$ cat src/rtl/hamming_accumulator_pkg.sv
// -----------------------------------------------------------------------------
// hamming_accumulator_pkg
// Shared constants for the Hamming-distance accumulator:
//   - bit_length(): number of bits needed to hold a value (the popcount width)
//   - state encoding of the accumulator FSM (IDLE=0, ACCUM=1, HOLD=2)
// No ports.
// -----------------------------------------------------------------------------
package hamming_accumulator_pkg;

   localparam logic [1:0] IDLE  = 2'd0;
   localparam logic [1:0] ACCUM = 2'd1;
   localparam logic [1:0] HOLD  = 2'd2;

   typedef enum logic [1:0] {
      ST_IDLE  = IDLE,
      ST_ACCUM = ACCUM,
      ST_HOLD  = HOLD
   } state_e;

   // Bit-length of a non-negative value: 0 -> 0, 1 -> 1, 8 -> 4, 32 -> 6.
   // A popcount of an N-bit word ranges 0..N, so it needs bit_length(N) bits.
   function automatic int bit_length(input int value);
      int n;
      n = 0;
      for (int i = 0; i < 31; i++) begin
         if ((value >> i) != 0) n = i + 1;
      end
      return n;
   endfunction

endpackage

$ cat src/rtl/hamming_accumulator_count.sv
// -----------------------------------------------------------------------------
// hamming_accumulator_count
// Combinational N-bit population counter.
// Ports:
//   data_i  [N-1:0]  word to count
//   count_o [CW-1:0] number of set bits in data_i, CW = bit_length(N)
// -----------------------------------------------------------------------------
module hamming_accumulator_count
   import hamming_accumulator_pkg::*;
#(
   parameter int N = 32,
   localparam int CW = bit_length(N)
) (
   input  logic [N-1:0]  data_i,
   output logic [CW-1:0] count_o
);

   // NOTE: every signal written in always_comb gets a value before any
   // conditional logic, otherwise synthesis infers a latch to hold it.
   always_comb begin
      count_o = '0;
      for (int i = 0; i < N; i++) begin
         count_o = count_o + CW'(data_i[i]);
      end
   end

endmodule

$ cat src/rtl/hamming_accumulator.sv
// -----------------------------------------------------------------------------
// hamming_accumulator
// Accumulates the Hamming distance between operand words over a framed
// sequence of beats into a saturating accumulator and presents the total on
// a valid/ready output port.
// Ports:
//   clk        clock, all state on the rising edge
//   rst        synchronous active-high reset
//   start      opens a frame (honoured only in IDLE)
//   in_valid   operand beat valid
//   in_ready   beat accepted this cycle (high in ACCUM)
//   a, b       operand words [N-1:0]
//   last       final beat of the frame, qualified by in_valid & in_ready
//   out_valid  result valid (high in HOLD)
//   out_ready  downstream consumes the result
//   sum        accumulated distance [ACC_W-1:0]
//   sat        sticky saturation flag
// Outputs are decoded from registered state only.
// -----------------------------------------------------------------------------
module hamming_accumulator
   import hamming_accumulator_pkg::*;
#(
   parameter int N     = 32,
   parameter int ACC_W = 16
) (
   input  logic             clk,
   input  logic             rst,
   input  logic             start,
   input  logic             in_valid,
   output logic             in_ready,
   input  logic [N-1:0]     a,
   input  logic [N-1:0]     b,
   input  logic             last,
   output logic             out_valid,
   input  logic             out_ready,
   output logic [ACC_W-1:0] sum,
   output logic             sat
);

   localparam int CW = bit_length(N);

   generate
      if (N < 1) begin : g_bad_n
         $error("hamming_accumulator: N must be at least 1");
      end
      if (ACC_W < CW) begin : g_bad_acc_w
         $error("hamming_accumulator: ACC_W must be at least bit_length(N)");
      end
   endgenerate

   state_e           state_q, state_d;
   logic [ACC_W-1:0] acc_q, acc_d;
   logic             sat_q, sat_d;

   logic [CW-1:0]    cnt;
   logic [ACC_W:0]   sum_wide;
   logic             beat_fire;

   hamming_accumulator_count #(.N(N)) u_count (
      .data_i  (a ^ b),
      .count_o (cnt)
   );

   // One guard bit above the accumulator catches the overflow of a single add.
   assign sum_wide  = {1'b0, acc_q} + {{(ACC_W + 1 - CW){1'b0}}, cnt};
   assign beat_fire = in_valid & in_ready;

   always_comb begin
      state_d = state_q;
      acc_d   = acc_q;
      sat_d   = sat_q;
      case (state_q)
         ST_IDLE: begin
            if (start) begin
               acc_d   = '0;
               sat_d   = 1'b0;
               state_d = ST_ACCUM;
            end
         end
         ST_ACCUM: begin
            if (beat_fire) begin
               // Once saturated, acc is all-ones and any add overflows or adds
               // zero, so the clip below keeps it pinned without extra logic.
               if (sum_wide[ACC_W]) begin
                  acc_d = '1;
                  sat_d = 1'b1;
               end else begin
                  acc_d = sum_wide[ACC_W-1:0];
               end
               if (last) state_d = ST_HOLD;
            end
         end
         ST_HOLD: begin
            if (out_ready) state_d = ST_IDLE;
         end
         default: state_d = ST_IDLE;
      endcase
   end

   // NOTE: state registers use non-blocking assignments so every flop samples
   // the pre-edge values of the others, matching real hardware.
   always_ff @(posedge clk) begin
      if (rst) begin
         state_q <= ST_IDLE;
         acc_q   <= '0;
         sat_q   <= 1'b0;
      end else begin
         state_q <= state_d;
         acc_q   <= acc_d;
         sat_q   <= sat_d;
      end
   end

   assign in_ready  = (state_q == ST_ACCUM);
   assign out_valid = (state_q == ST_HOLD);
   assign sum       = acc_q;
   assign sat       = sat_q;

endmodule

$ cat config.mk
export PLATFORM = sky130hd
export DESIGN_NAME = hamming_accumulator
export DESIGN_NICKNAME = d
export VERILOG_FILES = /design/src/rtl/hamming_accumulator_pkg.sv /design/src/rtl/hamming_accumulator_count.sv /design/src/rtl/hamming_accumulator.sv
export SDC_FILE = /design/constraint.sdc
export NUM_CORES = 1
export LEC_CHECK = 0
export BUFFER_PORTS_ARGS = -buffer_cell sky130_fd_sc_hd__buf_2
export CORE_AREA = 2 2 76 64
export CTS_CLUSTER_SIZE = 12
export DETAILED_ROUTE_END_ITERATION = 6
export DIE_AREA = 0 0 78 66
export GPL_TIMING_DRIVEN = 0
export PLACE_DENSITY_LB_ADDON = 0.3
export SYNTH_ARGS = -nofsm -noshare
export SYNTH_HDL_FRONTEND = slang
export SYNTH_SLANG_ARGS = --single-unit
$ cat constraint.sdc
create_clock -name clk -period 16.5 [get_ports clk]
set_input_delay 0.825 -clock clk [delete_from_list [all_inputs] [get_ports clk]]
set_output_delay 0.825 -clock clk [all_outputs]
set_load 0.01 [all_outputs]
==> flow_summary.ini, run 1 <==
[run_status]
outcome = finished clean

[timing]
period_share_pct = 43.6
setup_violations = 0
report.final.hold_viol_count = 0
tns_ns = 0
post-route-min-period_ns = 7.20
relSlewSlack_pct = 69.0
max_slew.worst_pin.slew_ns = 0.464
slew_violations = 0
skew_ns = 0.00327
rsz0062_at_grt = false
max_freq_mhz = 139

[die]
core-area_um2 = 4400
die_h_um = 66
io_pins = 89
initial_core_util_pct = 51.9
std_cell_rows = 22
die-area_um2 = 5150
die_w_um = 78

[logic_synthesis]
seq_area_frac_synth_pct = 16.6
synth_edf_count = 0
synthArstFlopShare_pct = 0
yosys_warnings = 0
synthDominantCellAreaShare_pct = 21.9
syn_nets = 361
ys_types = 48
synth_top_flop_cell = dfxtp_1
ys_top_cells_by_area = fa_1 (22%), dfxtp_1 (17%), xnor2_1 (8.0%)
syn_area_per_cell_um2 = 9.07
syn_inst = 252
synthMostInstantiatedCell = inv_1
ys_seq_elements = 19
synth_common_cells = inv_1 (34), fa_1 (25), xnor2_1 (21)
syn-cell-area_um2 = 2290
yosys.area.top_type = fa_1

[critical_path]
cp_cell_sequence = buf_2 > xor2_1 > ha_1 > fa_1 > fa_1 > fa_1 > fa_1 > inv_1 > fa_1 > fa_1 > fa_1 > fa_1 > inv_1 > a21o_1 > a21oi_1 > xnor2_1 > ha_1 > o21a_1 > o31ai_4 > a211oi_1 > o21ai_0 > a21oi_1
rr_worst_depth = 8
cp_slowest_cell = fa_1
crit_fanout = 5
crit_type = in2reg
setup.worst_path.start_class = input port
end_kind = flip-flop
cp.required_ns = 16.69
arrival_ns = 7.39
cp_common_cell = fa_1
cp_slowest_stage_delay_ns = 0.54

[route]
num_vias = 2113
drt-initial-drc-count = 123
antenna_left = 0
vias_per_cell = 5.24
totalWireLength_um = 5200
drc = 0
routedWlPerCell_um = 12.9
drt-pass1-iter-count = 4

[global_routing]
grt_pass1_wl_um = 8360
grt_max_degree = 12
antenna_found_initial = 0
grt_pass1_vias = 1912
overflow = 0
gr-usage-all-layers_pct = 20.3

[cells_and_area]
seqCellArea_um2 = 380
nets = 453
fill_cells = 392
diodes = 0
synthToLayoutAreaGrowth_pct = 24.4
fin_area_um2 = 2840
drive_gt1_share_pct = 31.8
multi_input_area_um2 = 1760

[clock_tree]
cts_tree = built
postCtsSetupRepairBufs = 0
holdBufCountCts = 0
clk_latency_ns = 0.26
cts_root_buf = clkbuf_8
h-tree-depth = 1
clock_sinks = 19
cts_buffers = 3
clkTransAtPathRegs_ns = 0.08
cts_buffer_depth = 2
ctsResizeCount = 0

[placed_design]
place_congestion = 0.844
dp_hpwl_um = 4380
io_buffers = 87
place_area_um2 = 2800

[min_path]
worstHoldPathType = reg2reg
holdPathStages = 1

[run]
cap_violations = 0
cells in the final DEF (no fill, tap or decap), types with 2 or more instances in the layout:
| cell type | n |
|---|---|
| a211o_1 | 3 |
| a211oi_1 | 2 |
| a21o_1 | 4 |
| a21oi_1 | 13 |
| a31oi_1 | 2 |
| a41oi_1 | 2 |
| and3_1 | 2 |
| buf_2 | 90 |
| clkbuf_8 | 3 |
| dfxtp_1 | 19 |
| fa_1 | 25 |
| ha_1 | 14 |
| inv_1 | 34 |
| nand2_1 | 14 |
| nand2_2 | 2 |
| nand3_1 | 9 |
| nand4_1 | 4 |
| nor2_1 | 9 |
| nor2b_1 | 2 |
| nor3_1 | 3 |
| o211ai_1 | 4 |
| o21a_1 | 2 |
| o21ai_0 | 12 |
| o21ai_1 | 2 |
| or2_2 | 3 |
| or3_1 | 2 |
| or4_1 | 3 |
| xnor2_1 | 21 |
| xor2_1 | 17 |
registers in the layout (all words and copies together) (netlist names):
name     flops
state_q      2
sum         16
sat          1
worst max-delay path, delay by kind of cell:
kind | cells | cell delay, ns
adder cells (fa/ha/maj) | 10 | 4.74
AO/OA/AOI/OAI | 7 | 1.28
XOR/XNOR | 2 | 0.31
buffers and inverters | 3 | 0.22
cell type report:
| cell class | count | share of cell area (%) |
|---|---|---|
| multi-input cells | 195 | 61.9 |
| clock inverters | 1 | 0.176 |
| inverters | 34 | 4.49 |
| repair buffers | 87 | 15.3 |
| clock buffers | 3 | 1.45 |
| plain buffers | 4 | 0.660 |
| well taps | 60 | 2.64 |
| flip-flops and latches | 19 | 13.4 |
per-stage QoR:
stage | utilization [%] | hold WS, ns | worst slack, ns | cells
finish | 64.5 | 0.466 | 9.30 | 403
detailed placement | 63.5 | 0.442 | 8.99 | 399
global route | 64.5 | 0.475 | 8.97 | 403
CTS | 64.5 | 0.467 | 9.26 | 403
global placement | 63.5 | 0.439 | 9.18 | 399
floorplan | - | 0.427 | 9.61 | 252
per-layer routing:
| layer | up-vias | GRT usage (%) | wire length [µm] |
|---|---|---|---|
| met5 | - | 0 | 0 |
| met4 | 0 | 2.19 | 15 |
| met3 | 2 | 3.96 | 323 |
| met2 | 78 | 33.4 | 2500 |
| met1 | 989 | 28.7 | 2360 |
| li1 | 1044 | - | - |
logic make-up after synthesis:
kind of cell / share of synthesized area (%)
flip-flops: 16.6
AO/OA/AOI/OAI: 18.3
multiplexers: 0.493
buffers and inverters: 6.40
XOR/XNOR: 14.6
adder cells (fa/ha/maj): 29.6
AND/OR/NAND/NOR: 14.1
path summary, 6_finish.rpt:
check,from,endpoint,slack [ns]
setup / recovery,b[0],sum[0],9.30
setup reg to reg,sum[0],sum[0],14.28
hold / removal,sat,sat,0.47
hold reg to reg,sat,sat,0.47
Power of run 1 is not shown: default switching activity piles up to over one toggle a cycle in this logic, so the estimate is an artifact.
==> inputs of run 2 (changes only) <==
--- a/config.mk
+++ b/config.mk
@@ -6,10 +6,10 @@
 export NUM_CORES = 1
 export LEC_CHECK = 0
 export BUFFER_PORTS_ARGS = -buffer_cell sky130_fd_sc_hd__buf_2
-export CORE_AREA = 2 2 76 64
+export CORE_AREA = 2 2 83 69
 export CTS_CLUSTER_SIZE = 12
 export DETAILED_ROUTE_END_ITERATION = 6
-export DIE_AREA = 0 0 78 66
+export DIE_AREA = 0 0 85 71
 export GPL_TIMING_DRIVEN = 0
 export PLACE_DENSITY_LB_ADDON = 0.3
 export SYNTH_ARGS = -nofsm -noshare
==> constraint.sdc (replaced) <==
create_clock -name clk -period 6.5 [get_ports clk]
set_input_delay 0.325 -clock clk [delete_from_list [all_inputs] [get_ports clk]]
set_output_delay 0.325 -clock clk [all_outputs]
set_load 0.01 [all_outputs]
==> run 2 against run 1 <==
Compared with the run above:
- worst setup slack got worse by 9.0 ns
- cell area is 3.3% higher
- clock-buffer cell count did not move
- non-clock buffer count grew 4
- register-to-register slack lost 10 ns
- clock skew is 0.0042 ns higher
- critical path depth rose by 1
- routed wire length fell by 0.75%
- critical path type unchanged
- largest cell class unchanged
==> flow_summary.ini, run 2 (same netlist as run 1, synthesis figures left out) <==
[run_status]
outcome = finished clean

[critical_path]
r2r_end = sum[8]
setup.worst_path.start_class = input port
critical_path.startpoint = b[1]
rrSetupSlack_ns = 4.33
cp.required_ns = 6.70
crit_end = sum[7]
end_kind = flip-flop
crit_type = in2reg
crit_fanout = 4
reg2reg_from = sum[0]
rr_worst_depth = 8
arrival_ns = 6.44

[timing]
slew_violations = 0
report.final.hold_viol_count = 0
max_freq_mhz = 160
period_share_pct = 96.0
post-route-min-period_ns = 6.24
setup_violations = 0
relSlewSlack_pct = 68.0
rsz0062_at_grt = true
max_slew.worst_pin.slew_ns = 0.479
skew_ns = 0.00750

[route]
antenna_left = 0
vias_per_cell = 5.07
routedWlPerCell_um = 12.5
drt-pass1-iter-count = 4
totalWireLength_um = 5160
drc = 0
drt-initial-drc-count = 65
num_vias = 2088

[cells_and_area]
fill_cells = 509
largest_reg_flops = 16
synthToLayoutAreaGrowth_pct = 28.4
final_common_cell = buf_2
seqCellArea_um2 = 380
layout_common_cells = buf_2 (88), inv_1 (33), fa_1 (23)
stdcell_count = 412
drive_gt1_share_pct = 35.4
nets = 457
multi_input_area_um2 = 1800
diodes = 0

[clock_tree]
clk_latency_ns = 0.26
clock_sinks = 19
cts_buffer_depth = 2
cts_tree = built
cts_buffers = 3
clkTransAtPathRegs_ns = 0.08
h-tree-depth = 1
cts_root_buf = clkbuf_8

[placed_design]
io_buffers = 87
dp_hpwl_um = 4260
place_congestion = 0.846
place_inst = 404

[global_routing]
grt_pass1_vias = 2006
antenna_found_initial = 0
grt_pass1_wl_um = 8650
overflow = 0
grt_max_degree = 12
gr-usage-all-layers_pct = 17.2

[die]
io_pins = 89
std_cell_rows = 24
die_w_um = 85
initial_core_util_pct = 43.5
die_h_um = 71
die-area_um2 = 6040
core-area_um2 = 5260

[run]
cap_violations = 0

[min_path]
worstHoldPathType = in2reg
-- run 2: cell count changes in the layout (fill, tap and decap cells not counted), sizes merged --
cell / delta
buf: +4
-- run 2: worst min path at each step --
stage	startpoint	to	cells past startpoint
after floorplan	state_q[1]	state_q[0]	1
after global placement	sat	sat	1
after detailed placement	sat	sat	1
after CTS	last	state_q[1]	3
after global routing	last	state_q[1]	3
final	last	state_q[1]	3
-- run 2: what timing repair did --
item | CTS | global route
cloned | 0 | 0
setup buffers | 0 | 4
pin swaps | 3 | 12
gates resized for setup | 3 | 10
hold buffers | 0 | 0
endpoints found under the setup margin | 14 | 17
-- run 2: metrics by stage --
| stage | setup TNS (ns) | worst slack [ns] | cell area [µm²] | util (%) | hold WS, ns |
|---|---|---|---|---|---|
| after detailed placement | -5.73 | -0.430 | 2800 | 53.3 | 0.438 |
| after CTS | 0 | 0.00131 | 2860 | 54.5 | 0.341 |
| final | 0 | 0.262 | 2940 | 55.9 | 0.340 |
| after global routing | -0.169 | -0.0404 | 2940 | 55.9 | 0.377 |
| after floorplan | 0 | 0.114 | 2290 | - | 0.427 |
| after global placement | -4.52 | -0.327 | 2800 | 53.3 | 0.434 |
-- run 2: layout make-up --
| class | instances | share of cell area (%) |
|---|---|---|
| repair buffers | 91 | 16.3 |
| clock buffers | 3 | 1.41 |
| well taps | 65 | 2.77 |
| inverters | 34 | 4.35 |
| multi-input cells | 195 | 61.4 |
| flip-flops and latches | 19 | 13.0 |
| clock inverters | 1 | 0.171 |
| plain buffers | 4 | 0.639 |
-- run 2: layer usage --
metal / part of all wire [%] / global-route usage [%] / vias up / wire, µm
li1: - / - / 1055 / -
met1: 45 / 23.5 / 961 / 2300
met2: 48 / 27.7 / 68 / 2490
met3: 6.4 / 3.73 / 4 / 332
met4: 0.76 / 4.41 / 0 / 39
met5: 0 / 0 / - / 0
-- run 2: worst max-delay path, cell delays in order --
cell and delay, ns:
buf_6 0.09, xor2_1 0.15, ha_1 0.30, fa_1 0.51, fa_1 0.45, fa_1 0.55, fa_1 0.55, inv_1 0.05
fa_1 0.47, fa_1 0.51, fa_2 0.37, fa_2 0.36, inv_2 0.05, a21o_1 0.12, a21oi_2 0.07, xnor2_2 0.14
ha_1 0.34, o211ai_1 0.13, o211ai_2 0.26, nand3_2 0.13, buf_4 0.15, or3_1 0.30, nand3_1 0.07
Power of run 2 is left out for the same reason.
